File: src/rtl/pio_button_led_slave.sv
// pio_button_led_slave
// Avalon-MM register block for the board LEDs and push buttons.
// The host writes the LED register and reads debounced key state, latched key presses
// (edge capture, write-1-to-clear) and an interrupt mask. Keys are asynchronous and
// active-low. They are synchronised and debounced per bit before the rest of the logic
// sees them. irq is the OR of unmasked captured presses.
module pio_button_led_slave #(
  parameter int WIDTH           = 4,
  parameter int DEBOUNCE_CYCLES = 50000,
  parameter int DEB_CNT_W       = 16
) (
  input  logic             clk_clk,
  input  logic             reset_reset,
  input  logic [1:0]       avs_address,
  input  logic             avs_read,
  output logic [31:0]      avs_readdata,
  output logic             avs_readdatavalid,
  input  logic             avs_write,
  input  logic [31:0]      avs_writedata,
  output logic             irq,
  output logic [WIDTH-1:0] led_export,
  input  logic [WIDTH-1:0] button_export
);

  localparam logic [1:0] ADDR_LED    = 2'd0;
  localparam logic [1:0] ADDR_BUTTON = 2'd1;
  localparam logic [1:0] ADDR_MASK   = 2'd2;
  localparam logic [1:0] ADDR_EDGE   = 2'd3;

  localparam logic [DEB_CNT_W-1:0] CNT_LAST = DEB_CNT_W'(DEBOUNCE_CYCLES - 1);

  logic [WIDTH-1:0]     led_reg;
  logic [WIDTH-1:0]     irq_mask;
  logic [WIDTH-1:0]     edge_capture;
  logic [WIDTH-1:0]     sync_meta;
  logic [WIDTH-1:0]     sync_q;
  logic [WIDTH-1:0]     debounced;
  logic [WIDTH-1:0]     deb_prev;
  logic [DEB_CNT_W-1:0] deb_cnt [WIDTH];

  logic [WIDTH-1:0] wr_data;
  logic             wr_led;
  logic             wr_mask;
  logic             wr_edge;
  logic [WIDTH-1:0] press;
  logic [WIDTH-1:0] edge_clear;
  logic [31:0]      read_word;

  // Write-data bits above WIDTH are dropped on purpose; this keeps the whole bus visibly consumed.
  logic [31:0] unused_wdata;
  assign unused_wdata = avs_writedata;

  assign wr_data = avs_writedata[WIDTH-1:0];
  assign wr_led  = avs_write && (avs_address == ADDR_LED);
  assign wr_mask = avs_write && (avs_address == ADDR_MASK);
  assign wr_edge = avs_write && (avs_address == ADDR_EDGE);

  // A press is a 1->0 transition of the debounced level. Releases are ignored.
  assign press      = deb_prev & ~debounced;
  assign edge_clear = wr_edge ? wr_data : '0;

  assign led_export = led_reg;
  assign irq        = |(edge_capture & irq_mask);

  // Two-flop synchroniser for the asynchronous keys. It idles high, which means not pressed.
  always_ff @(posedge clk_clk) begin
    if (reset_reset) begin
      sync_meta <= '1;
      sync_q    <= '1;
    end else begin
      sync_meta <= button_export;
      sync_q    <= sync_meta;
    end
  end

  // Per-bit debounce: accept a new level only after it has held for DEBOUNCE_CYCLES samples.
  always_ff @(posedge clk_clk) begin
    if (reset_reset) begin
      debounced <= '1;
      for (int i = 0; i < WIDTH; i++) begin
        deb_cnt[i] <= '0;
      end
    end else begin
      for (int i = 0; i < WIDTH; i++) begin
        if (sync_q[i] == debounced[i]) begin
          deb_cnt[i] <= '0;
        end else if (deb_cnt[i] == CNT_LAST) begin
          debounced[i] <= sync_q[i];
          deb_cnt[i]   <= '0;
        end else begin
          deb_cnt[i] <= deb_cnt[i] + DEB_CNT_W'(1);
        end
      end
    end
  end

  // Delayed copy of the debounced level, used to spot the press edge.
  always_ff @(posedge clk_clk) begin
    if (reset_reset) begin
      deb_prev <= '1;
    end else begin
      deb_prev <= debounced;
    end
  end

  // Host-writable registers: LED and mask take the written value. Edge capture is W1C, and a new press beats a clear.
  always_ff @(posedge clk_clk) begin
    if (reset_reset) begin
      led_reg      <= '0;
      irq_mask     <= '0;
      edge_capture <= '0;
    end else begin
      if (wr_led) begin
        led_reg <= wr_data;
      end
      if (wr_mask) begin
        irq_mask <= wr_data;
      end
      edge_capture <= (edge_capture & ~edge_clear) | press;
    end
  end

  // Read mux from the current register values. A simultaneous write therefore reads back the old value.
  always_comb begin
    read_word = '0;
    case (avs_address)
      ADDR_LED:    read_word[WIDTH-1:0] = led_reg;
      ADDR_BUTTON: read_word[WIDTH-1:0] = ~debounced;
      ADDR_MASK:   read_word[WIDTH-1:0] = irq_mask;
      ADDR_EDGE:   read_word[WIDTH-1:0] = edge_capture;
      default:     read_word = '0;
    endcase
  end

  // Fixed one-cycle read response. Reset suppresses any response that is pending or being accepted.
  always_ff @(posedge clk_clk) begin
    if (reset_reset) begin
      avs_readdata      <= '0;
      avs_readdatavalid <= 1'b0;
    end else begin
      avs_readdatavalid <= avs_read;
      if (avs_read) begin
        avs_readdata <= read_word;
      end
    end
  end

endmodule

File: config.mk
export PLATFORM = sky130hd
export DESIGN_NAME = pio_button_led_slave
export DESIGN_NICKNAME = d
export VERILOG_FILES = /design/src/rtl/pio_button_led_slave.sv
export SDC_FILE = /design/constraint.sdc
export NUM_CORES = 1
export LEC_CHECK = 0
export ABC_AREA = 1
export BUFFER_PORTS_ARGS = -buffer_cell sky130_fd_sc_hd__clkbuf_2
export CAP_MARGIN = 15
export CORE_MARGIN = 10
export CORE_UTILIZATION = 55
export DETAILED_ROUTE_END_ITERATION = 12
export PLACE_DENSITY_LB_ADDON = 0.3
export SLEW_MARGIN = 10
export SYNTH_ARGS = -nofsm -noshare
export SYNTH_HDL_FRONTEND = slang
export SYNTH_SLANG_ARGS = --single-unit
File: constraint.sdc
create_clock -name clk_clk -period 4.88 [get_ports clk_clk]
set_clock_uncertainty 0.05 [all_clocks]
set_input_delay 0.976 -clock clk_clk [delete_from_list [all_inputs] [get_ports clk_clk]]
set_output_delay 0.976 -clock clk_clk [all_outputs]
set_load 0.02 [all_outputs]
# [Word level (Yosys, flattened, before mapping)]
# Memory sizes are Yosys's and may differ from the RTL's.
# Index checks and enable logic that the tools add are counted.
[totals] ff_bits=33 ramBits=64 output_inout_bits=38 elab_cells=119 n_memories=1
[mem_list] memory="deb_cnt" words=4 word_bits=16 rd=4 rd_ports_with_merged_regs=0 wr=4 line_no="39" source="logic [DEB_CNT_W-1:0] deb_cnt [WIDTH];"
[op_classes] addsub=4 n_eq_ne=11 mux=60 bitwise=22 reduce_logical=9
[ops] cell="$mux W16" n=12
[ops] cell="$add A16 B1 Y16 const B" n=4
[ops] cell="$eq A16 B16 Y1 const B" n=4
[ops] cell="$mux W1" n=46
[ops] cell="$pmux W4 S4" n=1
[ops] cell="$and A4 B4 Y4" n=3
[ops] cell="$or A1 B1 Y1" n=12
[ops] cell="$not A4 Y4" n=2
[ops] cell="$reduce_and A2 Y1" n=4
[ops] cell="$eq A1 B1 Y1" n=4
[ops] cell="$eq A2 B2 Y1 const B" n=2
[ops] cell="$mux W4" n=1
[ops] cell="$not A1 Y1" n=4
[ops] cell="$or A4 B4 Y4" n=1
[ops] cell="$reduce_or A4 Y1" n=1
[ops] cell="$logic_and A1 B1 Y1" n=3
[ops] cell="$eq A2 B1 Y1 const B" n=1
[ops] cell="$logic_not A2 Y1" n=1

# [Logic depth before layout (Yosys ltp)]
# Gate-level depths: netlist (run 1).
# An unclocked memory read counts as a cell.
[logic_depth] depth_word=8 mapped_depth=9 mapped_depth_nobuf=8

# [Worst setup path before layout (run 1)]
# No wires, ideal clock.
[synth_path] path_type="input to register" start="input port reset_reset" end="memory deb_cnt[0][13], data pin" setup_ps=140 arrival_ps=1633 required_time_ps=4690 setup_slack_ps=3056 stages=6 n_path_buf=1 cell_sequence="inv_2 > o21ai_0 > a21oi_1 > nand2_2 > buf_8 > a21oi_2"
[synth_rtl] element="start: declaration" line_no="13" source="input logic reset_reset,"
[synth_rtl] element="end: declaration" line_no="39"

==> impl_metrics.csv, run 1 <==
group,metric,value,unit
status,status,"completed",
yosys,synth-adder-area-share,0.924,%
yosys,syn_area_per_cell,8.36,um^2
critical_path,worst_setup_path_end_kind,"flip-flop",
yosys,synth-seq-cells,97,
cells_and_area,design_area,5930,um^2
yosys,yosysWarnings,0,
power,p_total,1.55,mW
timing,final_max_slew_viol_count,0,
global_route,grt.overflow.total,0,
yosys,ys.flop_type,"edfxtp_1",
critical_path,cp_max_fo,23,
placement,gp_congestion,0.874,
yosys,synthSimpleGateAreaFrac,31.0,%
global_route,grt_max_degree,24,
detailed_routing,drc_errors,0,
power,p_leak,2.39,nW
detailed_routing,via_per_inst,4.79,
cells_and_area,seqCellArea,2580,um^2
placement,dp_hpwl,7.65,mm
cells_and_area,syn_to_final_growth,9.45,%
cells_and_area,nets,781,
timing,timing.final.crit_share,47.0,%
cells_and_area,fillers,872,
yosys,synth_mux_area_share,0,%
cells_and_area,mostFrequentLayoutCells,"144 x nand2_1, 92 x conb_1, 65 x nor2_1, 64 x edfxtp_1, 63 x inv_1",
timing,fmax,436,MHz
cells_and_area,fin_util,61.2,%
cts,cts.repair.resized,0,
timing,setup_viol_count_final,0,
timing,grt_setup_unrepaired,"no",
detailed_routing,vias,4180,
yosys,netlist_area,5420,um^2
global_route,antenna_found_initial,0,
yosys,synth_top_family_by_area,"simple AND/OR/NAND/NOR gates",
cells_and_area,mostFrequentLayoutCell,"nand2_1",
global_route,grt_first_pass_wirelength,17.4,mm
yosys,synth_edf_count,64,
timing,hold_viol,0,
critical_path,critPathArrivalTime,2.45,ns
power,ir_worst_vdd,0.000147,V
detailed_routing,detail_route.wl_per_cell,11.4,um
global_route,grt_pass1_vias,4035,
floorplanning,dieArea,14200,um^2
run,maxCapViolCount,0,
critical_path,start_kind,"primary input",
floorplanning,start_util,55.9,%
yosys,synth-async-reset-ratio,0,%
cts,cts_made_buffers,9,
cells_and_area,multi_input_area,2620,um^2
global_route,track_usage,14.3,%
placement,port_buffers,23,
cts,clk_transition_reported_paths,0.10,ns
yosys,syn_inst,648,
cells_and_area,insertedDiodeCount,0,
cts,clockBufferDepth,2,
power,p_per_area,261,nW/um^2
placement,place_ws,2.18,ns
cts,cts.sinks,97,
floorplanning,num_rows,36,
floorplanning,die_w,119,um
worst_hold_path,hp-class,"flip-flop to flip-flop",
cts,postCtsSetupBuffers,0,
cts,htreeDepth,3,
yosys,ys_types,30,
timing,fin_ws,2.59,ns
critical_path,worstSetupPathType,"primary input to flip-flop",
cts,postCtsHoldBufs,0,
detailed_routing,drt-total-wl,9.95,mm
detailed_routing,drt_iter0_markers,284,
yosys,synth_compound_area_share,5.96,%
detailed_routing,ant_nets,0,
detailed_routing,firstDrtPassIters,4,
timing,fin_setup_tns,0,ns
placement,place_area,5740,um^2
cts,clk_latency,0.36,ns
cells_and_area,drive_above_1_share,16.2,%
timing,min_period,2.29,ns
cts,cts_tree,"done",
floorplanning,ios,80,
floorplanning,die_h,119,um
cts,root_buffer,"clkbuf_8",
yosys,yosys.area_share.xor_xnor,4.21,%
yosys,synth_seq_area_share,47.7,%
critical_path,critPathRequiredTime,5.03,ns
floorplanning,core-area,9680,um^2
==> synthesized netlist by cell type (all sizes together) (10+ instances only) <==
library cell / n / share of area [%]
xnor2: 10 / 1.6
dfxtp: 33 / 12
nand2: 151 / 11
inv: 68 / 4.7
nand3: 52 / 5.5
edfxtp: 64 / 35
o21ai: 18 / 1.7
buf: 33 / 5.1
nand4: 23 / 2.7
or2: 15 / 1.7
xor2: 16 / 2.6
nor2: 112 / 10
a21oi: 42 / 4.3
==> cells by family (layout without fill, tap and decap cells) <==
kind of cell,Yosys count,after routing
AO/OA/AOI/OAI,60,60
XOR/XNOR,26,26
adder cells (fa/ha/maj),4,4
buffers and inverters,105,107
flip-flops,97,97
other,2,92
AND/OR/NAND/NOR,354,354
==> layer usage <==
metal  part of all wire (%)  global-route usage (%)  vias to the layer above  routed length, um
met5                      0                       0                        -                  0
met4                    2.0                    5.95                        0                195
met3                    4.5                    3.35                       16                445
met2                     49                    24.9                       59               4890
li1                       -                       -                     2157                  -
met1                     44                    16.4                     1948               4410
==> per-stage QoR <==
| stage | cells | hold WS [ns] |
|---|---|---|
| 2_1_floorplan | 738 | 0.339 |
| 3_3_place_gp | 857 | 0.341 |
| 3_5_place_dp | 857 | 0.344 |
| 4_1_cts | 873 | 0.370 |
| 5_1_grt | 873 | 0.384 |
| 6_report | 873 | 0.366 |
==> worst max-delay path, stage by stage <==
cell and delay (ns):
clkbuf_2 0.30, inv_2 0.32, o21ai_0 0.13, a21oi_1 0.20, nand2_2 0.28, a21oi_1 0.22
==> area by class of cell <==
type	instances	area share (%)
clock buffers	9	2.09
clock inverters	7	1.01
inverters	68	4.31
multi-input cells	536	44.3
flip-flops and latches	97	43.6
well taps	133	2.81
repair buffers	23	1.94
==> worst paths after layout <==
path	startpoint	end	slack [ns]	depth (start not counted)
worst max-delay path	reset_reset	deb_cnt[0][7]	2.59	6
worst max register to register	deb_cnt[1][0]	deb_cnt[1][14]	3.05	6
worst min register to register	sync_meta[0]	sync_q[0]	0.37	1
worst min-delay path	sync_meta[0]	sync_q[0]	0.37	1
==> flip-flops by register name, summed over array words and instances, names as in the netlist <==
| register | count |
|---|---|
| led_export | 4 |
| edge_capture | 4 |
| deb_cnt | 64 |
| sync_meta | 4 |
| sync_q | 4 |
| debounced | 4 |
| avs_readdata | 4 |
| irq_mask | 4 |
| avs_readdatavalid | 1 |
| deb_prev | 4 |
==> report_power, final <==
part,internal [mW],total [mW],leakage (nW),switching (mW)
logic,0.0330,0.122,1.37,0.0888
clock network,0.195,0.493,0.0917,0.297
registers,0.905,0.934,0.930,0.0289
Power figures use the tool's default switching activity.
==> run 2: changes to the inputs <==
- CORE_UTILIZATION: 55 -> 52
- clock period: 4.88 -> 2 ns (I/O delays scaled with it)
==> run 2 against run 1 <==
  * Routed wire length rose by 0.76%
  * Final cell count grew 0.57%
  * Combinational power rose by 140%
  * Global-route usage is 0.33 points lower
  * Core utilization down 2.5 points
  * First-iteration DRC count shrank 17%
  * Clock power grew to 3.1 times the previous value
  * Non-clock buffer count grew 2
  * Worst hold slack worse by 0.19 ns
  * Flip-flop and latch count stayed put
==> impl_metrics.csv, run 2 (synthesized netlist as in run 1, its figures left out) <==
group,metric,value,unit
detailed_routing,via_per_inst,4.68,
placement,gp_congestion,0.903,
status,status,"completed",
detailed_routing,firstDrtPassIters,5,
global_route,grt_first_pass_wirelength,17.3,mm
power,seqPwrFrac,55.6,%
power,ir_worst_vdd,0.000400,V
power,pwr-share-comb,7.3,%
cts,cts.sinks,97,
floorplanning,dieArea,14900,um^2
cells_and_area,insertedDiodeCount,0,
cells_and_area,syn_to_final_growth,10.9,%
cells_and_area,mostFrequentLayoutCell,"nand2_1",
timing,min_period,1.79,ns
global_route,grt.overflow.total,0,
floorplanning,core-area,10200,um^2
critical_path,start_kind,"flip-flop",
critical_path,worst_setup_path_end_kind,"flip-flop",
power,p_per_area,682,nW/um^2
critical_path,critPathArrivalTime,1.83,ns
critical_path,reg2reg_slack,0.21,ns
detailed_routing,ant_nets,0,
placement,place_area,5760,um^2
critical_path,critPathRequiredTime,2.04,ns
cts,postCtsHoldBufs,0,
detailed_routing,detail_route.wl_per_cell,11.4,um
run,maxCapViolCount,0,
cells_and_area,mostFrequentLayoutCells,"144 x nand2_1, 92 x conb_1, 65 x nor2_1, 64 x edfxtp_1, 63 x inv_1",
timing,grt_setup_unrepaired,"no",
floorplanning,num_rows,37,
global_route,track_usage,13.9,%
detailed_routing,drt-total-wl,10.0,mm
global_route,antenna_found_initial,0,
global_route,grt_max_degree,23,
worst_hold_path,hold_depth,2,
timing,fin_setup_tns,0,ns
power,p_int,3.09,mW
floorplanning,die_w,122,um
cells_and_area,nets,783,
cells_and_area,final_cells,878,
power,p_sw_share,24.6,%
floorplanning,ios,80,
cts,htreeDepth,3,
timing,setup_viol_count_final,0,
cells_and_area,largest_register,"deb_cnt",
detailed_routing,vias,4111,
cells_and_area,drive_above_1_share,16.6,%
cts,cts_tree,"done",
cts,clk_latency,0.36,ns
critical_path,crit_path_max_incr_delay,0.40,ns
cells_and_area,fillers,949,
placement,dp.cells,862,
cts,root_buffer,"clkbuf_8",
placement,place_ws,0.214,ns
timing,final_max_slew_viol_count,0,
critical_path,cp_max_fo,15,
timing,hold_viol,0,
cts,cts.repair.resized,0,
floorplanning,start_util,52.9,%
critical_path,reg2regPathDepth,6,
cells_and_area,largest_reg_flops,64,
timing,timing.final.crit_share,89.6,%
critical_path,cp_slowest_cell,"edfxtp_1",
power,p_leak,2.43,nW
detailed_routing,drc_errors,0,
placement,dp_hpwl,7.68,mm
placement,port_buffers,23,
power,power.switching,1.01,mW
power,pwr-share-clk,37.1,%
critical_path,worstSetupPathType,"flip-flop to flip-flop",
worst_hold_path,hp-class,"primary input to flip-flop",
cts,postCtsSetupBuffers,0,
cts,cts_made_buffers,9,
cells_and_area,design_area,6000,um^2
detailed_routing,drt_iter0_markers,236,
floorplanning,die_h,122,um
cts,clk_transition_reported_paths,0.10,ns
cts,clockBufferDepth,2,
critical_path,crit_top_cell,"nand3_2",
timing,fin_ws,0.208,ns
critical_path,crit_chain,"ha_1 -> nand3_2 -> nor2_2 -> nand3_2 -> nand2_2 -> a21oi_1",
global_route,grt_pass1_vias,3988,
timing,fmax,558,MHz
-- run 2: path summary, 6_finish.rpt --
path / from / end
worst max register to register: deb_cnt[0][0] / deb_cnt[0][12]
worst max-delay path: deb_cnt[0][0] / deb_cnt[0][12]
worst min-delay path: button_export[3] / sync_meta[3]
worst min register to register: sync_meta[0] / sync_q[0]
-- run 2: cell type report --
type | instances | area, um^2 | share of cell area (%)
Timing Repair Buffer | 25 | 130 | 2.17
Tap cell | 136 | 170 | 2.83
Inverter | 68 | 255 | 4.25
Sequential cell | 97 | 2580 | 43.0
Multi-Input combinational cell | 536 | 2620 | 43.7
Clock buffer | 10 | 149 | 2.48
Clock inverter | 6 | 93.8 | 1.56
-- run 2: metrics by stage --
step	util [%]	hold WS, ns	total power [mW]
6_report	58.7	0.172	4.10
5_1_grt	58.7	0.155	4.28
4_1_cts	58.7	0.155	4.12
3_5_place_dp	56.3	0.350	2.62
3_3_place_gp	56.3	0.345	2.61
2_1_floorplan	-	0.339	2.59
-- run 2: metal layers --
layer / vias to the layer above / global-route usage [%] / wire length, um
met3: 10 / 2.50 / 446
met1: 1866 / 16.8 / 4420
li1: 2164 / - / -
met4: 0 / 4.71 / 134
met5: - / 0 / 0
met2: 71 / 24.5 / 5020
-- run 2: worst max-delay path, delay by kind of cell, from the launching register on --
kind / cells / cell delay [ns]
DFF: 1 / 0.40
and+or+nand+nor: 4 / 0.77
adders and majority gates: 1 / 0.25
AOI/OAI and AO/OA: 1 / 0.07
-- run 2: power by group through the flow --
| stage | Sequential (mW) | Combinational, mW | Clock (mW) |
|---|---|---|---|
| global placement | 2.32 | 0.286 | 0 |
| finish | 2.28 | 0.298 | 1.52 |
| global route | 2.29 | 0.341 | 1.64 |
| detailed placement | 2.33 | 0.292 | 0 |
| CTS | 2.28 | 0.293 | 1.55 |
| floorplan | 2.32 | 0.269 | 0 |
==> run 3: changes to the inputs <==
- ABC_AREA: 1 -> default
- CORE_UTILIZATION: 52 -> 51
==> run 3 against run 2 <==
  * The run now ends with setup timing left
  * Combinational power grew 4%
  * Worst hold slack lost 0.011 ns
  * Non-clock buffer count increased by 27
  * Highest routed layer unchanged
  * Global-route usage fell by 1.2 points
  * Flip-flop and latch count stayed put
==> impl_metrics.csv, run 3 <==
group,metric,value,unit
status,status,"complete, but fails checks",
status,violations,"setup timing",
detailed_routing,drt-total-wl,9.11,mm
cts,cts.sinks,97,
yosys,synth-seq-cells,97,
timing,min_period,2.02,ns
timing,worstMarginPinSlew,0.608,ns
timing,final_max_slew_viol_count,0,
yosys,synth_edf_count,64,
yosys,synth-async-reset-ratio,0,%
cells_and_area,mostFrequentLayoutCells,"92 x conb_1, 64 x nor2_1, 64 x edfxtp_1, 46 x xnor2_1, 33 x dfxtp_1",
floorplanning,num_rows,35,
power,seqPwrFrac,58.9,%
cts,root_buffer,"clkbuf_8",
cts,htreeDepth,3,
yosys,yosysMostFrequentCell,"nor2_1",
timing,fin_setup_tns,-0.372,ns
yosys,synth-adder-area-share,1.02,%
global_route,grt.overflow.total,0,
power,pwr-share-clk,33.1,%
power,p_int,2.82,mW
cts,cts_tree,"done",
yosys,yosys.area_share.xor_xnor,10.3,%
timing,hold_viol,0,
global_route,antenna_found_initial,0,
floorplanning,start_util,52.8,%
cts,cts_made_buffers,9,
cells_and_area,largest_register,"deb_cnt",
global_route,track_usage,12.8,%
critical_path,critPathRequiredTime,2.07,ns
power,pwr-share-comb,8.0,%
yosys,synth_compound_area_share,2.03,%
critical_path,worstSetupPathType,"flip-flop to flip-flop",
timing,fin_ws,-0.0213,ns
detailed_routing,drt_iter0_markers,105,
timing,slew_headroom,59.3,%
detailed_routing,vias,3508,
yosys,syn_area_per_cell,10.5,um^2
yosys,synth_seq_area_share,52.4,%
cells_and_area,drive_above_1_share,19.4,%
detailed_routing,detail_route.wl_per_cell,12.7,um
power,p_sw_share,26.8,%
placement,place_area,5490,um^2
critical_path,critPathArrivalTime,2.09,ns
timing,setup_viol_count_final,30,
cells_and_area,insertedDiodeCount,0,
floorplanning,ios,80,
placement,port_buffers,23,
critical_path,cp_max_fo,7,
floorplanning,die_h,118,um
cells_and_area,design_area,5890,um^2
floorplanning,dieArea,14000,um^2
floorplanning,die_w,118,um
timing,fmax,495,MHz
cells_and_area,nets,629,
yosys,netlist_area,4930,um^2
power,power.switching,1.03,mW
power,ir_worst_vdd,0.000445,V
cells_and_area,largest_reg_flops,64,
power,p_per_area,655,nW/um^2
cells_and_area,syn_to_final_growth,19.5,%
placement,gp_congestion,0.817,
detailed_routing,ant_nets,0,
detailed_routing,firstDrtPassIters,4,
cts,clk_transition_reported_paths,0.11,ns
global_route,grt_first_pass_wirelength,15.3,mm
placement,dp_hpwl,6.67,mm
power,p_leak,2.23,nW
yosys,synthTopCellsByCount,"86 x nor2_1, 64 x edfxtp_1, 46 x xnor2_1, 33 x dfxtp_1, 29 x buf_4",
yosys,yosysWarnings,0,
timing,grt_setup_unrepaired,"yes",
global_route,grt_max_degree,21,
yosys,ys_top_cells_by_area,"edfxtp_1 39%, dfxtp_1 13%, xnor2_1 8.2%",
floorplanning,core-area,9330,um^2
timing,hold_slack,0.161,ns
detailed_routing,via_per_inst,4.89,
detailed_routing,drc_errors,0,
yosys,ys.flop_type,"edfxtp_1",
yosys,syn_inst,469,
critical_path,start_kind,"flip-flop",
critical_path,worst_setup_path_end_kind,"flip-flop",
power,p_total,3.85,mW
yosys,synth_mux_area_share,4.27,%
yosys,netlist.area_leader.share,39.0,%
global_route,grt_pass1_vias,3458,
cells_and_area,mostFrequentLayoutCell,"conb_1",
cells_and_area,fillers,763,
yosys,synth_top_area_cell,"edfxtp_1",
yosys,synth_top_family_by_area,"simple AND/OR/NAND/NOR gates",
cts,clockBufferDepth,2,
worst_hold_path,hp-class,"primary input to flip-flop",
timing,timing.final.crit_share,101,%
run,maxCapViolCount,0,
yosys,synthSimpleGateAreaFrac,23.1,%
yosys,ys_types,43,
cts,clk_latency,0.37,ns
-- run 3: cell types whose count changed in the layout (fill, tap and decap cells not counted), sizes merged, moves of 12 or more --
cell,change
a21oi,-39
nand3,-34
nor2,-26
buf,+26
nor4,+19
mux2i,+12
inv,-50
o21ai,-17
xnor2,+36
nor3,+15
nand2,-128
-- run 3: logic make-up (layout without fill, tap and decap cells) --
kind of cell	after synthesis	in the layout
flops	97	97
xor+xnor	58	58
buf+inv	57	85
other cells	2	92
fa+ha+maj	4	4
compound gates	14	14
simple gates	221	222
mux	16	16
-- run 3: worst max-delay path, cell delays in order, from the launching register on --
cell and delay, ns:
edfxtp_1 0.41, or4b_4 0.57, nor4_4 0.33, or2_4 0.21, clkbuf_16 0.18, nor2_4 0.03
-- run 3: per-stage QoR --
stage               std cells  utilization (%)  setup slack [ns]
floorplan                 559                -           -0.0155
global placement          698             58.9         0.0000616
detailed placement        698             58.9           -0.0567
CTS                       715             61.3          -0.00780
global route              717             63.1           -0.0809
finish                    717             63.1           -0.0213
-- run 3: layout make-up --
class	instances	area, um^2	share of cell area [%]
clock inverters	7	81.3	1.38
inverters	17	63.8	1.08
flip-flops and latches	97	2580	43.9
repair buffers	52	363	6.16
clock buffers	9	124	2.10
well taps	129	161	2.74
multi-input cells	406	2510	42.6
-- run 3: repair_timing --
action	4_1_cts	5_1_grt
setup endpoints to repair	29	31
resized for setup	2	37
setup buffers	0	1
cloned	1	1
pin swaps	4	20
hold endpoints to repair	0	0
hold buffers	0	0
-- run 3: per-layer routing --
layer  global-route usage [%]  wire length (um)
met1                     14.8              3880
met2                     21.9              4640
met3                     3.90               474
met4                     4.25               108
met5                        0                 0
-- run 3: worst paths after layout --
kind	cells past startpoint	slack [ns]	end	from
worst max register to register	5	-0.02	deb_cnt[0][10]	deb_cnt[0][10]
worst min register to register	1	0.37	sync_q[3]	sync_meta[3]
worst min-delay path	2	0.16	sync_meta[2]	button_export[2]
worst max-delay path	5	-0.02	deb_cnt[0][10]	deb_cnt[0][10]
-- run 3: power by group through the flow --
stage / Sequential [mW] / Combinational [mW] / Clock (mW)
final: 2.27 / 0.309 / 1.28
after global routing: 2.28 / 0.344 / 1.40
after CTS: 2.27 / 0.283 / 1.32
after floorplan: 2.31 / 0.239 / 0
after detailed placement: 2.31 / 0.279 / 0
after global placement: 2.31 / 0.274 / 0
